## src/rtl/priority_rr_arbiter.sv

```systemverilog
// Eight-way round-robin arbiter with a per-owner hold limit. The grant moves directly between
// requesters on release, and every output comes straight from a flop.
module priority_rr_arbiter #(
    parameter int unsigned MAX_HOLD = 16
) (
    input  logic       clk,
    input  logic       rst,
    input  logic [7:0] req,
    output logic [7:0] gnt,
    output logic [2:0] gnt_id,
    output logic       gnt_valid
);

    typedef enum logic {StIdle, StGrant} state_e;

    localparam logic [7:0] HoldLast = 8'(MAX_HOLD - 1);

    state_e     state_q, state_d;
    logic [2:0] ptr_q, ptr_d;
    logic [2:0] id_q, id_d;
    logic [7:0] hold_q, hold_d;
    logic [7:0] gnt_q, gnt_d;
    logic       valid_q, valid_d;
    logic [7:0] cand;
    logic [2:0] nxt;

    // Find the first set bit, scanning upward from p and wrapping past 7.
    // The result is only meaningful when v is non-zero.
    function automatic logic [2:0] pick(input logic [7:0] v, input logic [2:0] p);
        logic [2:0] idx;
        pick = p;
        for (int i = 7; i >= 0; i--) begin
            idx = p + 3'(i);
            if (v[idx]) pick = idx;
        end
    endfunction

    assign cand = req & ~(8'b1 << id_q);
    assign nxt  = id_q + 3'd1;

    always_comb begin
        state_d = state_q;
        ptr_d   = ptr_q;
        id_d    = id_q;
        hold_d  = hold_q;
        valid_d = valid_q;
        unique case (state_q)
            StIdle: begin
                hold_d = 8'd0;
                if (req != 8'd0) begin
                    state_d = StGrant;
                    id_d    = pick(req, ptr_q);
                    valid_d = 1'b1;
                end else begin
                    id_d    = 3'd0;
                    valid_d = 1'b0;
                end
            end
            StGrant: begin
                if (req[id_q] && (hold_q < HoldLast)) begin
                    hold_d = hold_q + 8'd1;
                end else begin
                    ptr_d  = nxt;
                    hold_d = 8'd0;
                    if (cand != 8'd0) begin
                        id_d = pick(cand, nxt);
                    end else if (!req[id_q]) begin
                        state_d = StIdle;
                        id_d    = 3'd0;
                        valid_d = 1'b0;
                    end
                    // Forced release with no other requester: owner is re-granted in place.
                end
            end
        endcase
        gnt_d = valid_d ? (8'b1 << id_d) : 8'd0;
    end

    always_ff @(posedge clk) begin
        if (rst) begin
            state_q <= StIdle;
            ptr_q   <= 3'd0;
            id_q    <= 3'd0;
            hold_q  <= 8'd0;
            gnt_q   <= 8'd0;
            valid_q <= 1'b0;
        end else begin
            state_q <= state_d;
            ptr_q   <= ptr_d;
            id_q    <= id_d;
            hold_q  <= hold_d;
            gnt_q   <= gnt_d;
            valid_q <= valid_d;
        end
    end

    assign gnt       = gnt_q;
    assign gnt_id    = id_q;
    assign gnt_valid = valid_q;

endmodule

```

## config.mk

```make
export PLATFORM = sky130hd
export DESIGN_NAME = priority_rr_arbiter
export DESIGN_NICKNAME = d
export VERILOG_FILES = /design/src/rtl/priority_rr_arbiter.sv
export SDC_FILE = /design/constraint.sdc
export NUM_CORES = 1
export LEC_CHECK = 0
export BUFFER_PORTS_ARGS = -buffer_cell sky130_fd_sc_hd__buf_2
export CAP_MARGIN = 25
export CORE_MARGIN = 2
export CORE_UTILIZATION = 50
export CTS_CLUSTER_DIAMETER = 40
export DETAILED_ROUTE_END_ITERATION = 6
export PLACE_DENSITY = 0.67
export SLEW_MARGIN = 15
export SYNTH_ARGS = -nofsm -noshare
export SYNTH_HDL_FRONTEND = slang
export SYNTH_SLANG_ARGS = --single-unit
```

## constraint.sdc

```tcl
create_clock -name clk -period 3.2 [get_ports clk]
set_input_delay 0.48 -clock clk [delete_from_list [all_inputs] [get_ports clk]]
set_output_delay 0.48 -clock clk [all_outputs]
set_load 0.02 [all_outputs]
```

### Word-level counts from Yosys, hierarchy flattened

Cells that the tools add are included.

| word-level totals | value |
|---|---|
| register bits after elaboration | 24 |
| bits of input ports | 10 |

| cells by class | value |
|---|---|
| magnitude comparators | 18 |
| shift-type cells | 2 |
| reductions and logical operators | 5 |
| bitwise gates (word level) | 5 |
| add/subtract/negate cells | 16 |
| muxes and demuxes | 66 |

Operator list:

| operator | number |
|---|---|
| 3-bit by 4-bit less-than comparator with 1-bit output, second input constant | 17 |
| 3-bit 2-to-1 mux | 20 |
| 1-bit binary-select mux with 3-bit select | 17 |
| 3-bit adder, second input constant | 8 |
| 1-bit 2-to-1 mux | 24 |
| 8-bit one-hot mux with 2 select lines | 1 |
| 8-bit nonzero test | 2 |
| 1-bit by 3-bit << shifter with 8-bit output, first input constant | 2 |
| 3-bit by 2-bit adder with 3-bit output, second input constant | 4 |
| 3-bit by 1-bit adder with 3-bit output, second input constant | 3 |
| 8-bit by 1-bit adder with 8-bit output, second input constant | 1 |
| 8-bit bitwise AND | 1 |
| 8-bit by 4-bit less-than comparator with 1-bit output, second input constant | 1 |
| 8-bit 2-to-1 mux | 1 |
| 8-bit NOT | 1 |
| 3-bit one-hot mux with 2 select lines | 1 |
| 1-bit one-hot mux with 2 select lines | 2 |
| 1-bit NOT | 3 |
| 2-bit AND reduction | 1 |
| 2-bit OR reduction | 1 |
| 1-bit logical AND | 1 |

### Depth between registers and ports, before layout

| logic depth | value |
|---|---|
| depth after elaboration | 17 |
| depth in mapped cells | 14 |
| mapped depth without buffers | 10 |

### Worst setup path before layout

OpenSTA, ideal clock, no wires.

| path | value |
|---|---|
| path kind | register to register |
| start point | reg id_q[1], in the netlist gnt_id[1] |
| end point | reg gnt_q[4], in the netlist gnt[4] |
| setup time | 0.092 ns |
| slack | -0.157 ns |
| period minus slack after synthesis | 3.357 ns |
| cell stages (with the launch flop) | 12 |
| arrival | 3.265 ns |
| path through | dfxtp_1 -> ha_1 -> ha_1 -> buf_2 -> xor2_1 -> o221ai_1 -> o21ai_0 -> o21ai_0 -> a221o_1 -> o21ba_1 -> a221o_1 -> nor4_1 |

| on the way | value |
|---|---|
| cells in the longest elaborated chain, start to end | 17 |
| elaborated cells on any way between the ends | 50 |
| classes of those cells | add/sub: 8; shift: 2; mux: 34; bitwise: 3; reduce/logical: 3 |

Ends and longest elaborated chain:

| item | RTL line | RTL |
|---|---|---|
| start, declared | 20 | `logic [2:0] id_q, id_d;` |
| start signal, assigned | 90 | `id_q <= id_d;` |
| branches (longest 17 deep; another with 3-bit by 1-bit adder with 3-bit output) | - |  |
| end signal, assigned | 92 | `gnt_q <= gnt_d;` |
| end, declared | 22 | `logic [7:0] gnt_q, gnt_d;` |

Parallel ways; which one is timed is not known. The select of a mux whose other input is x is not followed.
A chain may end at the register's enable or synchronous reset.

### Worst setup path after layout

| path | value |
|---|---|
| start point | reg id_q[0], in the netlist gnt_id[0] |
| end point | reg gnt_q[6], in the netlist gnt[6] |

The elaborated chain is that of the path after synthesis.

==> flow_metrics.tcl <==
set metrics [dict create \
    status "complete, no violations" \
    ir_drop_v 0.000929 \
    dpl.cell_count 443 \
    syn_avg_cell_area_um2 8.78 \
    endpoint_kind "register" \
    tritoncts "built" \
    gp_congestion 0.954 \
    clk_pin_slew_worst_paths_ns 0.10 \
    cap_violations 0 \
    cp_data_arrival_time_ns 3.28 \
    path_buf_inv 0 \
    die_area_mm2 0.00668 \
    drc 0 \
    cpPeakStageDelay_ns 0.49 \
    ctsHtreeMaxLevel 1 \
    grt_usage_pct 26.3 \
    grt_pass1_vias 2736 \
    grt_max_degree 22 \
    antenna_found_initial 1 \
    slew-limit-headroom_pct 59.6 \
    timing.final.crit_share_pct 97.0 \
    die_h_um 81.7 \
    cts.path.max_buffers 2 \
    synth_ff_type "dfxtp_1" \
    wirelength_um 8500 \
    post-route-util_pct 60.0 \
    grt_first_pass_wirelength_um 13400 \
    grt-busiest-layer "met2" \
    fp.dieW_um 81.7 \
    layout-drive-gt1-share_pct 32.3 \
    ctsHoldBuffers 0 \
    dr_total_vias 2921 \
    wire_per_inst_um 18.9 \
    syn_to_final_growth_pct 16.9 \
    crit_fanout 6 \
    start_util_pct 51.3 \
    p_leak_uw 0.00142 \
    overflow 0 \
    synth-warning-count 0 \
    path_delay_family "compound AO/OA/AOI/OAI gates" \
    ant_nets 0 \
    dp_hpwl_um 6350 \
    rows 28 \
    period_needed_ns 3.10 \
    path_cells "ha_2 -> ha_2 -> or3b_4 -> o21ai_4 -> nor2_1 -> mux4_2 -> a221o_1 -> o21ba_4 -> a221o_1 -> nor4_1" \
    grt_use_met2_pct 44.9 \
    netlist_instances 344 \
    async_reset_ff_share_pct 0 \
    layout_common_cells "buf_4 (31), nor2_1 (27), dfxtp_1 (21), buf_2 (21), nand2_1 (17)" \
    diodes 0 \
    cp.required_ns 3.38 \
    synth-edff-count 0 \
    finalNetCount 397 \
    io_pins 22 \
    numPortBuffers 21 \
    hold_violations 0 \
    drv_slew 0 \
    fp.coreArea_mm2 0.00589 \
    powerDensity_mw_per_mm2 1050 \
    worst_pin_slew_ns 0.605 \
    postSynthRegisterBits 24 \
    fin_skew_ns 0.0176 \
    nFillCells 520 \
    layout_commonest_cell "buf_4" \
    yosysUniqueCellTypes 78 \
    path_class "reg2reg" \
    cts_made_buffers 3 \
    drtIter0Drc 257 \
    finalPower_uw 3710 \
    min_path_type "reg2reg" \
    mappedNetlistArea_mm2 0.00302 \
    met1_usage_pct 33.5 \
    cts.sinks 24 \
    ys_seq_area_share_pct 15.9 \
    grt_use_met3_pct 3.63 \
    worstSkewPairLatency_ns 0.28 \
    start_kind "register" \
    first_pass_iters 5 \
    cpMaxStageDelayCell "mux4_2" \
    cts-root-buf "clkbuf_8" \
    finalSetupViolations 0 \
    fmax_mhz 322 \
    instances_no_fill 450 \
    vias_per_cell 6.49 \
]
==> per-stage QoR <==
stage          hold slack, ns  cell area [µm²]  setup TNS [ns]  setup slack, ns
6_report                0.460             3530               0           0.0954
5_1_grt                 0.481             3530         -0.0537          -0.0349
4_1_cts                 0.461             3360               0          0.00985
3_5_place_dp            0.440             3310               0           0.0287
3_3_place_gp            0.434             3310               0           0.0882
2_1_floorplan           0.418             3050               0           0.0155
==> worst paths after layout <==
kind	from	end	slack, ns	cells after the start
worst max-delay path	gnt_id[0]$_SDFF_PP0_	gnt[6]$_SDFF_PP0_	0.1	10
worst min-delay path	hold_q[0]$_SDFF_PP0_	hold_q[0]$_SDFF_PP0_	0.46	1
worst max register to register	gnt_id[0]$_SDFF_PP0_	gnt[6]$_SDFF_PP0_	0.1	10
worst min register to register	hold_q[0]$_SDFF_PP0_	hold_q[0]$_SDFF_PP0_	0.46	1
==> kinds of logic after synthesis <==
kind of cell	Yosys count	synth area share [%]
compound gates	103	26.1
simple gates	100	18.0
mux	48	25.2
buf+inv	47	7.25
flops	24	15.9
fa+ha+maj	11	4.55
xor+xnor	10	2.90
other cells	1	0.124
==> synthesized netlist by cell type (7+ instances only) <==
| cell type | instances | area (µm²) |
|---|---|---|
| nor2_1 | 27 | 101 |
| buf_2 | 10 | 50.1 |
| clkbuf_1 | 12 | 45.0 |
| a21oi_1 | 15 | 75.1 |
| o21ai_0 | 14 | 70.1 |
| nand2_1 | 17 | 63.8 |
| nor4_1 | 7 | 43.8 |
| o211ai_1 | 7 | 52.6 |
| mux2_2 | 12 | 135 |
| dfxtp_1 | 24 | 480 |
| ha_1 | 11 | 138 |
| inv_1 | 16 | 60.1 |
| mux4_2 | 13 | 293 |
| mux2i_1 | 15 | 150 |
==> registers in the layout, indices dropped and copies added, names as in the netlist <==
register   count
gnt            8
gnt_id         3
state_q        1
hold_q         8
gnt_valid      1
ptr_q          3
==> what timing repair did <==
item / CTS / global route
resized for setup: 0 / 32
endpoints found under the setup margin: 0 / 9
setup buffers: 0 / 3
==> layer usage <==
metal,wire [µm],vias to the layer above
met4,268,2
met2,4130,94
li1,-,1383
met5,7,-
met1,3660,1412
met3,428,30
==> worst reg2reg max path: stages, from the launching register on <==
cell and delay [ns]:
dfxtp_4 0.38, ha_2 0.20, ha_2 0.18, or3b_4 0.39
o21ai_4 0.08, nor2_1 0.06, mux4_2 0.49, a221o_1 0.39
o21ba_4 0.23, a221o_1 0.37, nor4_1 0.25
==> where the power goes <==
group | internal (µW) | switching, µW | total (µW)
logic | 1430 | 1650 | 3080
clock network | 110 | 102 | 212
registers | 359 | 54.3 | 413
total | 1900 | 1810 | 3710
==> area by class of cell <==
class / count / area [µm²] / area share [%]
clock buffers: 4 / 55.1 / 1.56
multi-input cells: 276 / 2480 / 70.1
repair buffers: 53 / 349 / 9.88
flip-flops and latches: 24 / 489 / 13.9
well taps: 75 / 93.8 / 2.66
inverters: 18 / 67.6 / 1.91
Power figures use the tool's default switching activity.
